===== config.mk =====
export PLATFORM = sky130hd
export DESIGN_NAME = clk_step_ctrl_flat
export DESIGN_NICKNAME = d
export VERILOG_FILES = /design/src/rtl/clk_ctrl_pkg.sv /design/src/rtl/clk_step_ctrl_if.sv /design/src/rtl/clk_phase_gen.sv /design/src/rtl/clk_step_ctrl.sv /design/src/flat_wrapper.sv
export SDC_FILE = /design/constraint.sdc
export NUM_CORES = 1
export LEC_CHECK = 0
export CORE_ASPECT_RATIO = 0.9
export CORE_MARGIN = 3
export CORE_UTILIZATION = 59
export DETAILED_ROUTE_END_ITERATION = 10
export GPL_ROUTABILITY_DRIVEN = 0
export PLACE_DENSITY = 0.85
export SYNTH_ARGS = -nofsm -noshare
export SYNTH_HDL_FRONTEND = slang
export SYNTH_SLANG_ARGS = --single-unit

===== constraint.sdc =====
create_clock -name I_CLK -period 4.79 [get_ports I_CLK]
set_input_delay 0.958 -clock I_CLK [delete_from_list [all_inputs] [get_ports I_CLK]]
set_output_delay 0.958 -clock I_CLK [all_outputs]
set_load 0.02 [all_outputs]

===== src/rtl/clk_ctrl_pkg.sv =====
// Shared opcodes, FSM state encoding and small helpers for the clock
// run/pause/single-step controller.
package clk_ctrl_pkg;

    // Command opcodes carried on cmd_op
    localparam logic [1:0] OP_SET_DIV = 2'd0;
    localparam logic [1:0] OP_RUN     = 2'd1;
    localparam logic [1:0] OP_PAUSE   = 2'd2;
    localparam logic [1:0] OP_STEP    = 2'd3;

    // Controller states, also exported on the state debug output
    typedef enum logic [1:0] {
        ST_IDLE     = 2'd0,
        ST_RUN      = 2'd1,
        ST_STEP     = 2'd2,
        ST_STOPPING = 2'd3
    } state_e;

    // True while the divided clock is free-running or stepping
    // (i.e. PAUSE is meaningful and a new STEP is illegal)
    function automatic logic is_active(state_e s);
        return (s == ST_RUN) || (s == ST_STEP);
    endfunction

endpackage


===== src/rtl/clk_step_ctrl_if.sv =====
// Command port of the clock controller.
// Handshake: a command transfers on the I_CLK rising edge where cmd_valid
// and cmd_ready are both high; the master holds cmd_op/cmd_arg stable while
// cmd_valid is high, and cmd_ready may drop without a command being offered.
// cmd_err is a one-cycle pulse the cycle after an illegal command transfers.
interface clk_step_ctrl_if #(
    parameter int ARG_W = 16
) ();

    logic             cmd_valid;
    logic             cmd_ready;
    logic [1:0]       cmd_op;
    logic [ARG_W-1:0] cmd_arg;
    logic             cmd_err;

    modport master (
        output cmd_valid,
        output cmd_op,
        output cmd_arg,
        input  cmd_ready,
        input  cmd_err
    );

    modport slave (
        input  cmd_valid,
        input  cmd_op,
        input  cmd_arg,
        output cmd_ready,
        output cmd_err
    );

endinterface


===== src/rtl/clk_phase_gen.sv =====
// Divided-clock phase generator: half-period counter, registered O_CLK,
// registered tick at each rise, and the ratio register. A new ratio is
// loaded either immediately (controller idle, counter parked at 0) or on
// the falling toggle, so no phase is ever shortened or stretched.
module clk_phase_gen #(
    parameter int DIV_W       = 16,
    parameter int DEFAULT_DIV = 2
) (
    input  logic             clk,
    input  logic             rst_n,
    input  logic             en,
    input  logic             load_now,
    input  logic [DIV_W-1:0] load_val,
    input  logic             pend_vld,
    input  logic [DIV_W-1:0] pend_val,
    output logic             o_clk,
    output logic             tick,
    output logic             rise_evt,
    output logic             fall_evt,
    output logic [DIV_W-1:0] div_cur
);

    localparam logic [DIV_W-1:0] ONE     = DIV_W'(1);
    localparam logic [DIV_W-1:0] DIV_RST = DIV_W'(DEFAULT_DIV);

    logic [DIV_W-1:0] cnt_q, cnt_d;
    logic [DIV_W-1:0] div_q, div_d;
    logic             o_clk_q, o_clk_d;
    logic             tick_q, tick_d;
    logic             hit;

    // Toggle detection: end of the current half-period at the ratio in force
    always_comb begin
        hit      = (cnt_q == (div_q - ONE));
        rise_evt = en && hit && !o_clk_q;
        fall_evt = en && hit && o_clk_q;
    end

    // Next counter, clock level, tick and ratio
    always_comb begin
        cnt_d   = cnt_q;
        o_clk_d = o_clk_q;
        div_d   = div_q;
        tick_d  = rise_evt;
        if (!en) begin
            cnt_d   = '0;
            o_clk_d = 1'b0;
        end else if (hit) begin
            cnt_d   = '0;
            o_clk_d = !o_clk_q;
        end else begin
            cnt_d = cnt_q + ONE;
        end
        if (load_now) begin
            div_d = load_val;
        end else if (fall_evt && pend_vld) begin
            div_d = pend_val;
        end
    end

    // Phase state registers
    always_ff @(posedge clk or negedge rst_n) begin
        if (!rst_n) begin
            cnt_q   <= '0;
            div_q   <= DIV_RST;
            o_clk_q <= 1'b0;
            tick_q  <= 1'b0;
        end else begin
            cnt_q   <= cnt_d;
            div_q   <= div_d;
            o_clk_q <= o_clk_d;
            tick_q  <= tick_d;
        end
    end

    assign o_clk   = o_clk_q;
    assign tick    = tick_q;
    assign div_cur = div_q;

endmodule


===== src/rtl/clk_step_ctrl.sv =====
// Run/pause/single-step controller for the board-to-CPU clock. Decodes
// commands, sequences IDLE/RUN/STEP/STOPPING, counts step ticks and holds
// a ratio change until the next falling toggle of O_CLK.
module clk_step_ctrl #(
    parameter int DIV_W       = 16,
    parameter int ARG_W       = 16,   // must be >= DIV_W
    parameter int DEFAULT_DIV = 2     // must be >= 1
) (
    input  logic              I_CLK,
    input  logic              rst_n,
    clk_step_ctrl_if.slave    cmd,
    output logic              O_CLK,
    output logic              tick,
    output logic [1:0]        state,
    output logic [DIV_W-1:0]  div_cur,
    output logic [ARG_W-1:0]  step_left
);

    import clk_ctrl_pkg::*;

    localparam logic [DIV_W-1:0] ONE_D = DIV_W'(1);
    localparam logic [ARG_W-1:0] ONE_A = ARG_W'(1);

    state_e           state_q, state_d;
    logic [ARG_W-1:0] step_q, step_d;
    logic             pend_vld_q, pend_vld_d;
    logic [DIV_W-1:0] pend_val_q, pend_val_d;
    logic             err_q, err_d;

    logic             cmd_fire;
    logic             cmd_ready_w;
    logic [DIV_W-1:0] arg_lo;
    logic [DIV_W-1:0] arg_div;
    logic             load_now;
    logic             run_en;
    logic             rise_evt;
    logic             fall_evt;

    // No command while a ratio waits for its falling toggle or while draining
    assign cmd_ready_w = !pend_vld_q && (state_q != ST_STOPPING);
    assign cmd_fire    = cmd.cmd_valid && cmd_ready_w;

    // A ratio of zero is meaningless; treat it as the fastest ratio
    assign arg_lo  = cmd.cmd_arg[DIV_W-1:0];
    assign arg_div = (arg_lo == '0) ? ONE_D : arg_lo;

    // The divider runs in every state except IDLE
    assign run_en = (state_q != ST_IDLE);

    // FSM next state, step counter, pending ratio and command decode
    always_comb begin
        state_d    = state_q;
        step_d     = step_q;
        pend_vld_d = pend_vld_q;
        pend_val_d = pend_val_q;
        err_d      = 1'b0;
        load_now   = 1'b0;

        // Autonomous progress from divider events
        case (state_q)
            ST_STEP: begin
                if (rise_evt) begin
                    step_d = step_q - ONE_A;
                    if (step_q == ONE_A) begin
                        state_d = ST_STOPPING;
                    end
                end
            end
            ST_STOPPING: begin
                if (fall_evt) begin
                    state_d = ST_IDLE;
                end
            end
            default: ;
        endcase

        // The phase generator consumes the pending ratio on this toggle
        if (fall_evt && pend_vld_q) begin
            pend_vld_d = 1'b0;
        end

        // Accepted command overrides the autonomous step where they overlap
        if (cmd_fire) begin
            case (cmd.cmd_op)
                OP_SET_DIV: begin
                    if (state_q == ST_IDLE) begin
                        load_now = 1'b1;
                    end else begin
                        pend_vld_d = 1'b1;
                        pend_val_d = arg_div;
                    end
                end
                OP_RUN: begin
                    if (state_q == ST_IDLE || state_q == ST_STEP) begin
                        state_d = ST_RUN;
                        step_d  = '0;
                    end
                end
                OP_PAUSE: begin
                    if (is_active(state_q)) begin
                        state_d = ST_STOPPING;
                    end
                end
                OP_STEP: begin
                    if (is_active(state_q)) begin
                        err_d = 1'b1;
                    end else if (state_q == ST_IDLE && cmd.cmd_arg != '0) begin
                        state_d = ST_STEP;
                        step_d  = cmd.cmd_arg;
                    end
                end
                default: ;
            endcase
        end
    end

    // Controller registers
    always_ff @(posedge I_CLK or negedge rst_n) begin
        if (!rst_n) begin
            state_q    <= ST_IDLE;
            step_q     <= '0;
            pend_vld_q <= 1'b0;
            pend_val_q <= '0;
            err_q      <= 1'b0;
        end else begin
            state_q    <= state_d;
            step_q     <= step_d;
            pend_vld_q <= pend_vld_d;
            pend_val_q <= pend_val_d;
            err_q      <= err_d;
        end
    end

    clk_phase_gen #(
        .DIV_W       (DIV_W),
        .DEFAULT_DIV (DEFAULT_DIV)
    ) u_phase (
        .clk      (I_CLK),
        .rst_n    (rst_n),
        .en       (run_en),
        .load_now (load_now),
        .load_val (arg_div),
        .pend_vld (pend_vld_q),
        .pend_val (pend_val_q),
        .o_clk    (O_CLK),
        .tick     (tick),
        .rise_evt (rise_evt),
        .fall_evt (fall_evt),
        .div_cur  (div_cur)
    );

    assign cmd.cmd_ready = cmd_ready_w;
    assign cmd.cmd_err   = err_q;
    assign state         = state_q;
    assign step_left     = step_q;

endmodule


===== src/flat_wrapper.sv =====
// flat-port wrapper written by rule: the top's interface ports become plain ports
module clk_step_ctrl_flat import clk_ctrl_pkg::*;
#(
    parameter int DIV_W       = 16,
    parameter int ARG_W       = 16,                      
    parameter int DEFAULT_DIV = 2                    
)
  (I_CLK, rst_n, O_CLK, tick, state, div_cur, step_left, cmd_cmd_valid, cmd_cmd_op, cmd_cmd_arg, cmd_cmd_ready, cmd_cmd_err);
  clk_step_ctrl_if #(.ARG_W(ARG_W)) cmd_i ();
  input  logic I_CLK;
  input  logic rst_n;
  output logic O_CLK;
  output logic tick;
  output logic [1:0] state;
  output logic [DIV_W-1:0] div_cur;
  output logic [ARG_W-1:0] step_left;
  input wire logic [$bits(cmd_i.cmd_valid)-1:0] cmd_cmd_valid;
  input wire logic [$bits(cmd_i.cmd_op)-1:0] cmd_cmd_op;
  input wire logic [$bits(cmd_i.cmd_arg)-1:0] cmd_cmd_arg;
  output wire logic [$bits(cmd_i.cmd_ready)-1:0] cmd_cmd_ready;
  output wire logic [$bits(cmd_i.cmd_err)-1:0] cmd_cmd_err;
  assign cmd_i.cmd_valid = cmd_cmd_valid;
  assign cmd_i.cmd_op = cmd_cmd_op;
  assign cmd_i.cmd_arg = cmd_cmd_arg;
  assign cmd_cmd_ready = cmd_i.cmd_ready;
  assign cmd_cmd_err = cmd_i.cmd_err;
  clk_step_ctrl #(.DIV_W(DIV_W), .ARG_W(ARG_W), .DEFAULT_DIV(DEFAULT_DIV)) u_core (.I_CLK(I_CLK), .rst_n(rst_n), .cmd(cmd_i), .O_CLK(O_CLK), .tick(tick), .state(state), .div_cur(div_cur), .step_left(step_left));
endmodule

-- Word-level counts from Yosys, hierarchy flattened
Cells that the tools add are included.
- add/subtract/negate cells: 3
- equality and inequality tests: 10
- muxes and demuxes: 34
- bitwise logic cells: 1
- reduce and logical (&&, ||, !) cells: 18
- operators with widths (cell ; number):
    2-to-1 mux 16 bit ; 11
    one-hot mux 16 bit (2 select lines) ; 1
    subtractor 16 x 1 -> 16 bit (second input constant) ; 2
    adder 16 x 1 -> 16 bit (second input constant) ; 1
    == test 16 x 1 -> 1 bit (second input constant) ; 1
    == test 16 bit ; 1
    logical NOT 16 bit ; 1
    2-to-1 mux 2 bit ; 8
    nonzero test 16 bit ; 1
    2-to-1 mux 1 bit ; 12
    == test 2 bit (second input constant) ; 4
    logical AND 1 bit ; 7
    one-hot mux 2 bit (3 select lines) ; 1
    == test 2 x 1 -> 1 bit (second input constant) ; 2
    logical NOT 2 bit ; 2
    one-hot mux 2 bit (2 select lines) ; 1
    nonzero test 2 bit ; 2
    AND reduction 3 bit ; 1
    logical NOT 1 bit ; 2
    logical OR 1 bit ; 2
    != test 2 x 1 -> 1 bit (second input constant) ; 1
    != test 2 bit (second input constant) ; 1
    inverter 1 bit ; 1
- register bits: 70

-- Longest topological paths before layout
Gate-level depths: netlist (run 1).
- word-level depth: 10
- mapped depth: 11
- depth with buffers taken out: 9

-- Modules after synthesis
Synthesis (run 1) repeated with hierarchy kept, for this count alone.
- cell total of the unflattened synthesis: 425
- area total of the unflattened synthesis: 4374.2 µm²
- modules (own cells, without submodules) (module ; instances ; cells an instance ; area each (µm²) ; seq. area each (µm²)):
    clk_step_ctrl ; 1 ; 215 ; 2189.6 ; 900.9
    clk_phase_gen ; 1 ; 210 ; 2184.6 ; 852.1

-- Least setup slack after synthesis (run 1)
OpenSTA, ideal clock, no wires.
- path kind: register to register
- start: reg u_core.u_phase.div_q[0] (netlist: u_core.u_phase.div_cur[0])
- end: reg u_core.u_phase.div_q[7] (netlist: u_core.u_phase.div_cur[7])
- library setup time: 0.123 ns
- arrival time: 2.888 ns
- path slack: 1.779 ns
- cell stages (with the launch flop): 12
- path buffers: 2
- period minus slack after synthesis: 3.011 ns
- path through: dfrtp_1 inv_1 ha_1 nor3b_1 nand3_2 a2111o_1 a2111oi_2 nand4_2 or3_1 buf_6 buf_8 o221a_1
- longest elaborated chain between the ends: 6
- ends and longest elaborated chain (element ; line ; RTL):
    start, declared ; clk_phase_gen.sv:27 ; logic [DIV_W-1:0] div_q, div_d;
    start signal, assigned ; clk_phase_gen.sv:70 ; div_q <= div_d;
    subtractor 16 x 1 -> 16 bit ; clk_phase_gen.sv:34 ; hit = (cnt_q == (div_q - ONE));
    == test 16 bit ; clk_phase_gen.sv:34 ;
    logical AND 1 bit (2 in a row) ; clk_phase_gen.sv:36 ; fall_evt = en && hit && o_clk_q;
    logical AND 1 bit ; clk_phase_gen.sv:56 ; end else if (fall_evt && pend_vld) begin
    nonzero test 2 bit (no source line) ; - ;
No other way between the ends.
A chain may end at the register's enable or synchronous reset.

-- Worst setup path in the final report (run 1)
- start: reg u_core.u_phase.div_q[3] (netlist: u_core.u_phase.div_cur[3])
- end: reg u_core.step_q[2] (netlist: u_core.step_left[2])
- longest elaborated chain between the ends: 10
- elaborated cells between the ends (all ways): 11
- ends and longest elaborated chain (element ; line ; RTL):
    subtractor 16 x 1 -> 16 bit (*) ; clk_phase_gen.sv:34 ;
    == test 16 bit (*) ; clk_phase_gen.sv:34 ;
    logical AND 1 bit (*) (2 in a row) ; clk_phase_gen.sv:35 ; rise_evt = en && hit && !o_clk_q;
    2-to-1 mux 16 bit (*) ; clk_step_ctrl.sv:62 ; if (rise_evt) begin
    2-to-1 mux 16 bit (*) ; clk_step_ctrl.sv:60 ; case (state_q)
    2-to-1 mux 16 bit ; clk_step_ctrl.sv:107 ; end else if (state_q == ST_IDLE && cmd.cmd_arg != '0) begin
    2-to-1 mux 16 bit ; clk_step_ctrl.sv:105 ; if (is_active(state_q)) begin
    one-hot mux 16 bit (2 select lines) ; clk_step_ctrl.sv:84 ; case (cmd.cmd_op)
    2-to-1 mux 16 bit (*) ; clk_step_ctrl.sv:83 ; if (cmd_fire) begin
    via u_core.step_d[2] ; clk_step_ctrl.sv:25 ; logic [ARG_W-1:0] step_q, step_d;
    end signal, assigned ; clk_step_ctrl.sv:127 ; step_q <= step_d;
    end, declared ; clk_step_ctrl.sv:25 ;
The timed path passes the listed nets; every way through them passes the cells marked *.

==> out/metrics.cfg, run 1 <==
[status]
outcome=completed

[timing]
timing_hold_violations_final=0
worstMarginPinSlew_ns=0.976
setup_viol=0
finalCritPeriodShare_pct=73.4
relSlewSlack_pct=34.7
min_period_ns=3.52
setup-tns-final_ns=0
drv_slew=0
rsz0062_at_grt=no
max_freq_ghz=0.284
finClkSkew_ns=0.00802
setup_ws_ns=1.27

[layout]
areaGrowthSynthToFinish_pct=18.8
final_core_util_pct=75.0
antenna_cells=0
nets=523
drive_gt1_share_pct=12.4

[synthesis]
ys_ff_latch=70
synth_fp_nets=476
synthFlopType=dfrtp_1
synth_area_leaders=dfrtp_1, nand3_1, mux2_2
synth_most_common_cell=dfrtp_1
post_synth_num_cell_types=63
yosysTopAreaCell=dfrtp_1
syn_inst=448
synth_common_cells=dfrtp_1, nand3_1, nor3_1
ys_async_sr_fraction_pct=100
synth.top_cell.area_share_pct=40.1
ys_warn_count=0
synth_enable_flop_cells=0
synth.avg_cell_area_um2=9.62
syn_area_mm2=0.00431
ys_seq_area_share_pct=40.7

[clock_tree]
cts.repair.resized=0
cts_buffers=9
cts_tree=yes
clkLatencyLatePin_ns=0.35
post-cts-setup-buffers=0
cts-hold-fix-buffers=0
root_buffer=clkbuf_8
cts_sinks=70
clockBufferDepth=2
htreeDepth=3
clk_pin_slew_ns=0.07

[critical_path]
required_ns=5.07
arrival_ns=3.80
worst-setup-path-type=reg -> reg
cp_max_fo=12
start_kind=flip-flop
cp-end-kind=flip-flop

[pwr]
powerDensity_mw_per_mm2=498
p_leak_nw=2.07
ir_drop_uv=264
total_power_mw=2.55

[drt]
antenna_left=0
first_pass_iters=6
drtIter0Drc=277
wl_per_cell_um=19.3
wl_mm=11.4
viasPerCell=6.62
drc=0
vias=3907

[global_route]
grt_pass1_vias=3785
grt_max_degree=38
grt_pass1_wl_mm=18.9
grt-ovfl-total=0
track_usage_pct=29.0
antenna_found_initial=0

[place]
pre_cts_ws_ns=1.25
hpwl_mm=8.05
port-buffer-count=58

[hold_path]
hp-class=reg -> reg

[run]
cap_viol_max_count=0

[floorplanning]
fp-row-count=28
dieArea_mm2=0.00837
chipHeight_um=87.1
start_util_pct=63.1
core_area_mm2=0.00683
ioPinCount=59
die_x_um=96.1

final timing paths:
check / depth (start not counted) / endpoint / slack, ns / start
max: 7 / u_core.step_left[2] / 1.27 / u_core.u_phase.div_cur[3]
min: 1 / u_core.pend_val_q[14] / 0.52 / u_core.pend_val_q[14]
max reg2reg: 7 / u_core.step_left[2] / 1.27 / u_core.u_phase.div_cur[3]
min reg2reg: 1 / u_core.pend_val_q[14] / 0.52 / u_core.pend_val_q[14]
max in group asynchronous: 2 / u_core.u_phase.div_cur[1] / 3.09 / rst_n
min in group asynchronous: 1 / u_core.u_phase.div_cur[4] / 0.71 / rst_n
cells by family (layout without fill, tap and decap cells):
group / count (synthesis) / count (layout) / synth area share, %
multiplexers: 20 / 20 / 5.08
buffers and inverters: 38 / 90 / 4.03
AO/OA/AOI/OAI: 80 / 80 / 15.6
XOR/XNOR: 31 / 31 / 6.30
AND/OR/NAND/NOR: 202 / 202 / 26.3
adder cells (fa/ha/maj): 7 / 7 / 2.03
flip-flops: 70 / 70 / 40.7
stage by stage:
step	std cells	cell area [µm²]	hold slack, ns
3_5_place_dp	574	4910	0.503
5_1_grt	590	5120	0.530
3_3_place_gp	574	4910	0.490
4_1_cts	590	5120	0.519
6_report	590	5120	0.520
2_1_floorplan	448	4310	0.482
placed cells by master (no fill, tap or decap), types with 5 or more instances in the layout:
master,synthesis,routed
a21oi_1,5,5
ha_1,7,7
or2_2,19,19
nand2b_1,7,7
nand3_1,37,37
and2_1,5,5
dfrtp_1,69,69
a22o_1,6,6
or4_1,9,9
a31oi_1,8,8
or3_1,9,9
nor2_1,23,23
nand4_1,6,6
nor3_1,24,24
and3_1,9,9
nand2_1,22,22
o21ai_0,10,10
mux2i_1,5,5
nor3b_1,5,5
nor4_1,11,10
clkbuf_8,0,10
xnor2_1,14,14
mux2_2,15,15
xor2_1,17,17
inv_1,12,12
clkdlybuf4s50_1,0,57
o221a_1,15,15
layer usage:
layer | track usage [%] | wire, µm | part of all wire (%)
met4 | 7.49 | 167 | 1.5
met3 | 5.88 | 770 | 6.8
met2 | 47.5 | 5650 | 50
met5 | 0 | 0 | 0
met1 | 39.3 | 4790 | 42
worst max-delay path, stage by stage (launching register included):
cell      delay (ns)
dfrtp_1         0.51
nor4_4          0.63
nand3_2         0.19
o41a_1          0.39
a211oi_1        0.40
nand4b_1        0.54
or4_1           0.67
nand3_1         0.12
sequential cells by signal, indices dropped and copies added (netlist names):
name                    flops
u_core.pend_val_q          16
u_core.step_left           16
u_core.u_phase.cnt_q       16
u_core.u_phase.div_cur     16
u_core.state                2
u_core.cmd.cmd_err          1
u_core.pend_vld_q           1
u_core.u_phase.o_clk        1
u_core.u_phase.tick         1
layout make-up:
cell class	instances	area, µm²
flip-flops and latches	70	1750
multi-input cells	340	2390
well taps	90	113
inverters	12	45.0
fillers	499	1710
repair buffers	62	606
clock inverters	4	70.1
clock buffers	12	145
where the power goes:
part           internal, mW  switching [mW]  total [mW]
logic                 0.494           0.529        1.02
registers             0.766           0.235        1.00
clock network         0.306           0.220       0.526
No activity file was read; power rests on OpenSTA's default activity.
==> run 2, diff against run 1 <==
--- a/config.mk
+++ b/config.mk
@@ -7,10 +7,10 @@
 export LEC_CHECK = 0
 export CORE_ASPECT_RATIO = 0.9
 export CORE_MARGIN = 3
-export CORE_UTILIZATION = 59
+export CORE_UTILIZATION = 50
 export DETAILED_ROUTE_END_ITERATION = 10
 export GPL_ROUTABILITY_DRIVEN = 0
-export PLACE_DENSITY = 0.85
+export PLACE_DENSITY = 0.77
 export SYNTH_ARGS = -nofsm -noshare
 export SYNTH_HDL_FRONTEND = slang
 export SYNTH_SLANG_ARGS = --single-unit
==> constraint.sdc (replaced) <==
create_clock -name I_CLK -period 2.95 [get_ports I_CLK]
set_input_delay 0.59 -clock I_CLK [delete_from_list [all_inputs] [get_ports I_CLK]]
set_output_delay 0.59 -clock I_CLK [all_outputs]
set_load 0.02 [all_outputs]
==> run 2 against run 1 <==
Against the previous run: first-iteration DRC count shrank 3.6%; via count grew 6.4%; final cell count grew 15%; register-to-register slack lost 1.2 ns; critical path type unchanged.
==> out/metrics.cfg, run 2 (synthesis gave the netlist of run 1 again) <==
[status]
outcome=completed  ; unchanged

[timing]
finalCritPeriodShare_pct=96.1  ; was 73.4%
setup_viol=0  ; unchanged
timing_hold_violations_final=0  ; unchanged
setup_ws_ns=0.115  ; was 1.27 ns
max_freq_ghz=0.353  ; was 0.284 GHz
drv_slew=0  ; unchanged
worstMarginPinSlew_ns=0.614  ; was 0.976 ns
min_period_ns=2.84  ; was 3.52 ns
relSlewSlack_pct=58.4  ; was 34.7%
finClkSkew_ns=0.00682  ; was 0.00802 ns

[place]
pre_cts_ws_ns=-0.0668  ; was 1.25 ns
port-buffer-count=58  ; unchanged
hpwl_mm=9.19  ; was 8.05 mm
dp_cells=660  ; was 574

[critical_path]
crit_path_top_delay_cell=dfstp_2  ; was or4_1
start_kind=flip-flop  ; unchanged
arrival_ns=3.12  ; was 3.80 ns
cp_num_buf_inv=4  ; was 0
cp-end-kind=flip-flop  ; unchanged
r2r_cells=12  ; was 7
crit_top_cell=buf_4
worst_path_largest_cell_delay_ns=0.53  ; was 0.67 ns
crit_path_cell_trace=inv_1, ha_2, nor2b_1, or3_1, a31o_4, nor4_4, buf_4, nand4_1, buf_4, buf_4, or2_2, nand3_1  ; was nor4_4, nand3_2, o41a_1, a211oi_1, nand4b_1, or4_1, nand3_1
worst-setup-path-type=reg -> reg  ; unchanged
path_depth=12  ; was 7
required_ns=3.24  ; was 5.07 ns
crit_family=simple AND/OR/NAND/NOR gates  ; unchanged
cp_max_fo=5  ; was 12

[drt]
maxUsedRoutingLayer=met4  ; unchanged
wl_met3_um=817  ; was 770 µm
viasPerCell=6.14  ; was 6.62
m1WireLength_mm=5.40  ; was 4.79 mm
first_pass_iters=5  ; was 6
vias=4157  ; was 3,907
wl_mm=12.5  ; was 11.4 mm
wl_met2_mm=5.92  ; was 5.65 mm
drtIter0Drc=267  ; was 277
wl_per_cell_um=18.4  ; was 19.3 µm
antenna_left=0  ; unchanged
drc=0  ; unchanged

[clock_tree]
htreeDepth=3  ; unchanged
cts_sinks=70  ; unchanged
root_buffer=clkbuf_8  ; unchanged
clkLatencyLatePin_ns=0.35  ; about the same
cts_buffers=9  ; unchanged
cts-hold-fix-buffers=0  ; unchanged
clk_pin_slew_ns=0.07  ; about the same
cts_tree=yes  ; unchanged
clockBufferDepth=2  ; unchanged

[floorplanning]
chipHeight_um=94.1  ; was 87.1 µm
fp-row-count=31  ; was 28
core_area_mm2=0.00822  ; was 0.00683 mm²
die_x_um=104  ; was 96.1 µm
ioPinCount=59  ; unchanged
dieArea_mm2=0.00977  ; was 0.00837 mm²
start_util_pct=52.4  ; was 63.1%

[pwr]
total_power_mw=4.37  ; was 2.55 mW
p_leak_nw=2.38  ; was 2.07 nW
ir_drop_uv=434  ; was 264 µV
powerDensity_mw_per_mm2=769  ; was 498 mW/mm²

[layout]
final_common_cell=dfrtp_1  ; unchanged
nets=585  ; was 523
drive_gt1_share_pct=23.5  ; was 12.4%
areaGrowthSynthToFinish_pct=31.9  ; was 18.8%
antenna_cells=0  ; unchanged
final_cell_mix=dfrtp_1, buf_4, clkdlybuf4s50_1, nand3_1, nor3_1  ; was dfrtp_1, clkdlybuf4s50_1, nand3_1, nor3_1, nor2_1
nFillCells=653  ; was 499
fin_cells=677  ; was 590

[global_route]
grt_max_degree=71  ; was 38
grt_pass1_wl_mm=19.8  ; was 18.9 mm
antenna_found_initial=0  ; unchanged
grt_pass1_vias=4061  ; was 3,785
track_usage_pct=25.3  ; was 29.0%
grt-ovfl-total=0  ; unchanged

[run]
cap_viol_max_count=0  ; unchanged

[hold_path]
hp-class=in -> async  ; was reg -> reg

==> run 2: report_power, final <==
part	switching, mW	internal, mW	total (mW)
clock network	0.347	0.375	0.722
logic	1.11	1.01	2.12
registers	0.288	1.24	1.53
==> run 2: final cells by class <==
cell class / instances / area [µm²] / area share [%]
inverters: 12 / 45.0 / 0.792
multi-input cells: 340 / 2470 / 43.5
clock inverters: 1 / 5.00 / 0.0880
clock buffers: 15 / 176 / 3.10
repair buffers: 124 / 1090 / 19.1
flip-flops and latches: 70 / 1750 / 30.8
well taps: 115 / 144 / 2.53
==> run 2: worst paths after layout <==
path                                            from                   endpoint  slack, ns
setup / recovery           u_core.u_phase.div_cur[1]       u_core.step_left[13]       0.11
max in group asynchronous                      rst_n  u_core.u_phase.div_cur[1]       2.36
hold / removal                                 rst_n    u_core.u_phase.cnt_q[4]       0.25
hold reg to reg                u_core.pend_val_q[14]      u_core.pend_val_q[14]       0.51
min in group I_CLK             u_core.pend_val_q[14]      u_core.pend_val_q[14]       0.51
setup reg to reg           u_core.u_phase.div_cur[1]       u_core.step_left[13]       0.11
==> run 2: metal layers <==
layer	GRT usage, %	vias to the layer above
li1	-	1902
met1	32.4	2044
met2	41.7	180
met3	4.81	31
met4	12.2	0
met5	0	-
==> run 2: timing repair <==
| item | in CTS | in global routing |
|---|---|---|
| gates resized for setup | 2 | 14 |
| pin swaps | 2 | 7 |
| endpoints found under the setup margin | 20 | 26 |
| buffers inserted | 1 | 0 |
==> run 2: through the flow <==
| step | TNS, ns | area, µm² | utilization, % | hold WS (ns) |
|---|---|---|---|---|
| global route | -0.0126 | 5690 | 69.1 | 0.273 |
| detailed placement | -0.829 | 5420 | 65.9 | 0.502 |
| CTS | 0 | 5620 | 68.3 | 0.274 |
| global placement | -0.00840 | 5420 | 65.9 | 0.492 |
| floorplan | 0 | 4320 | - | 0.294 |
| finish | 0 | 5690 | 69.1 | 0.254 |
==> edit, RTL diff (flow settings as in run 2) <==
`ARG_W` is set to 16 in 3 places; all go to 20.
--- a/src/rtl/clk_step_ctrl_if.sv
+++ b/src/rtl/clk_step_ctrl_if.sv
@@ -4,7 +4,7 @@
 // cmd_valid is high, and cmd_ready may drop without a command being offered.
 // cmd_err is a one-cycle pulse the cycle after an illegal command transfers.
 interface clk_step_ctrl_if #(
-    parameter int ARG_W = 16
+    parameter int ARG_W = 20
 ) ();
 
     logic             cmd_valid;
--- a/src/rtl/clk_step_ctrl.sv
+++ b/src/rtl/clk_step_ctrl.sv
@@ -3,7 +3,7 @@
 // a ratio change until the next falling toggle of O_CLK.
 module clk_step_ctrl #(
     parameter int DIV_W       = 16,
-    parameter int ARG_W       = 16,   // must be >= DIV_W
+    parameter int ARG_W       = 20,   // must be >= DIV_W
     parameter int DEFAULT_DIV = 2     // must be >= 1
 ) (
     input  logic              I_CLK,
--- a/src/flat_wrapper.sv
+++ b/src/flat_wrapper.sv
@@ -2,7 +2,7 @@
 module clk_step_ctrl_flat import clk_ctrl_pkg::*;
 #(
     parameter int DIV_W       = 16,
-    parameter int ARG_W       = 16,                      
+    parameter int ARG_W       = 20,                      
     parameter int DEFAULT_DIV = 2                    
 )
   (I_CLK, rst_n, O_CLK, tick, state, div_cur, step_left, cmd_cmd_valid, cmd_cmd_op, cmd_cmd_arg, cmd_cmd_ready, cmd_cmd_err);
Interface: changed (resized cmd_cmd_arg and step_left); port bits go from 59 to 67. No check against the original RTL was run, so the function may have changed too.
==> edit against run 2 <==
  * The flow now finishes with violations (negative setup slack)
  * Setup slack worse by 420 ps
  * Via count grew 11%
  * Sequential power increased by 16%
  * Combinational power is 54% higher
  * Wire length up 18%
  * Maximum frequency is 13% lower
  * Sequential share of layout area fell by 3.0 points
  * Cell area grew 17%
  * Sequential cell count increased by 4
  * Total power rose by 36%
  * Die area is 5.3% higher
  * Hold slack worse by 21 ps
  * Synthesized area up 5.7%
  * Largest power group unchanged
  * Highest routed layer unchanged
==> edit: results (changes against run 2) <==
Outcome
  – Outcome: finished with violations (was complete, no violations)
  – Violated checks: negative setup slack

Placed design
  – IO buf count: 66 (was 58)

Power and ir drop
  – Leakage: 2.818 nW (was 2.380 nW)

Global route
  – GRT Util Overall: 29.41% (was 25.33%)
  – Largest net degree at the start of global routing: 48 (was 71)
  – First-pass GRT wire length: 23580 µm (was 19820 µm)
  – Met2 GRT Util: 48.64% (was 41.67%)
  – Met1 Usage GRT: 38.16% (was 32.39%)

Logic synthesis
  – Multiplexer share of the synthesized area: 4.176% (was 5.080%)
  – Synth top area cells: dfrtp_1 (40%), nor2_1 (6.5%), xnor2_1 (4.8%) (was dfrtp_1 (40%), nand3_1 (4.3%), mux2_2 (3.9%))
  – Sequential element share of the synthesized area: 40.69% (was 40.67%)
  – Syn Nets: 522 (was 476)
  – Synth Area in XOR/XNOR: 7.830% (was 6.299%)
  – Yosys cell types: 66 (was 63)
  – Synth cell count leaders: nor2_1 (79), dfrtp_1 (73), nand2_1 (33) (was dfrtp_1 (69), nand3_1 (37), nor3_1 (24))

Cells and area
  – Filler Cell Count: 585 (was 653)
  – Layout cells sized above 1: 30.14% (was 23.49%)

Drt
  – Post-DR vias/cell: 6.023 (was 6.140)
  – Router iterations before antenna repair: 6 (was 5)
  – Initial detailed-routing violation count: 339 (was 267)
  – Drt total wl: 14710 µm (was 12490 µm)

Timing
  – Final worst slack: -308.4 ps (was 114.8 ps)
  – Worst rel slew slack: 58.00% (was 58.39%)
  – Setup_tns: -13710 ps (was 0 ps)
  – Layout Skew: 8.628 ps (was 6.819 ps)
  – Setup violators final: 56 (was 0)

Setup path
  – Data arrival, critical path: 3530 ps (was 3120 ps)
  – Worst R2R Path Depth: 11 (was 12)

Clock tree
  – Clk slew on worst S/H paths: 90 ps (was 70 ps)
[edit: cell families after synthesis]
kind of cell,after synthesis
buffers and inverters,37
AO/OA/AOI/OAI,99
flip-flops,74
multiplexers,17
AND/OR/NAND/NOR,217
XOR/XNOR,39
adder cells (fa/ha/maj),7
[edit: power by group]
part | total (mW) | internal, mW | leakage (nW) | switching (mW)
sequential | 1.78 | 1.37 | 0.944 | 0.416
combinational | 3.27 | 1.56 | 1.77 | 1.71
clock | 0.909 | 0.482 | 0.106 | 0.427
[edit: final cells by class]
| class | instances | area (µm²) | share of cell area [%] |
|---|---|---|---|
| Clock buffer | 9 | 123.9 | 1.860 |
| Clock inverter | 7 | 101.3 | 1.522 |
| Inverter | 16 | 60.06 | 0.9017 |
| Multi-Input combinational cell | 380 | 2890 | 43.40 |
| Sequential cell | 74 | 1854 | 27.84 |
| Tap cell | 119 | 148.9 | 2.236 |
| Timing Repair Buffer | 161 | 1481 | 22.24 |
[edit: through the flow]
stage | utilization, % | hold slack, ps | setup slack (ps) | total power, mW | cells
final | 76.30 | 233.7 | -308.4 | 5.960 | 766
after global routing | 76.30 | 273.9 | -404.4 | 6.279 | 766
after CTS | 75.57 | 258.3 | -329.0 | 5.815 | 766
after detailed placement | 69.21 | 500.8 | -393.3 | 4.741 | 737
after global placement | 69.21 | 489.8 | -347.8 | 4.661 | 737
after floorplan | - | 294.4 | -266.0 | 3.466 | 490
[edit: layer usage]
| layer | vias to the layer above | wire length [µm] |
|---|---|---|
| met1 | 2235 | 6222 |
| met3 | 52 | 1186 |
| met2 | 248 | 6901 |
| met4 | 0 | 396 |
| li1 | 2079 | - |
| met5 | - | 0 |
[edit: worst max path at each step]
stage	from	end	slack, ps	depth (start not counted)
5_1_grt	u_core.u_phase.div_cur[1]	u_core.u_phase.div_cur[5]	-400	14
3_3_place_gp	u_core.u_phase.div_cur[1]	u_core.step_left[13]	-350	12
4_1_cts	u_core.u_phase.div_cur[1]	u_core.step_left[2]	-330	14
6_report	u_core.u_phase.div_cur[1]	u_core.step_left[13]	-310	11
2_1_floorplan	u_core.u_phase.div_cur[1]	u_core.u_phase.div_cur[10]	-270	13
3_5_place_dp	u_core.u_phase.div_cur[1]	u_core.step_left[13]	-390	12
[edit: repair_timing]
| action | 4_1_cts | 5_1_grt |
|---|---|---|
| setup endpoints to repair | 57 | 57 |
| gates resized for setup | 39 | 28 |
| pin swaps | 17 | 21 |
| hold buffers | 0 | 0 |
| hold endpoints to repair | 0 | 0 |
| setup buffers | 10 | 3 |
| gates cloned | 3 | 0 |
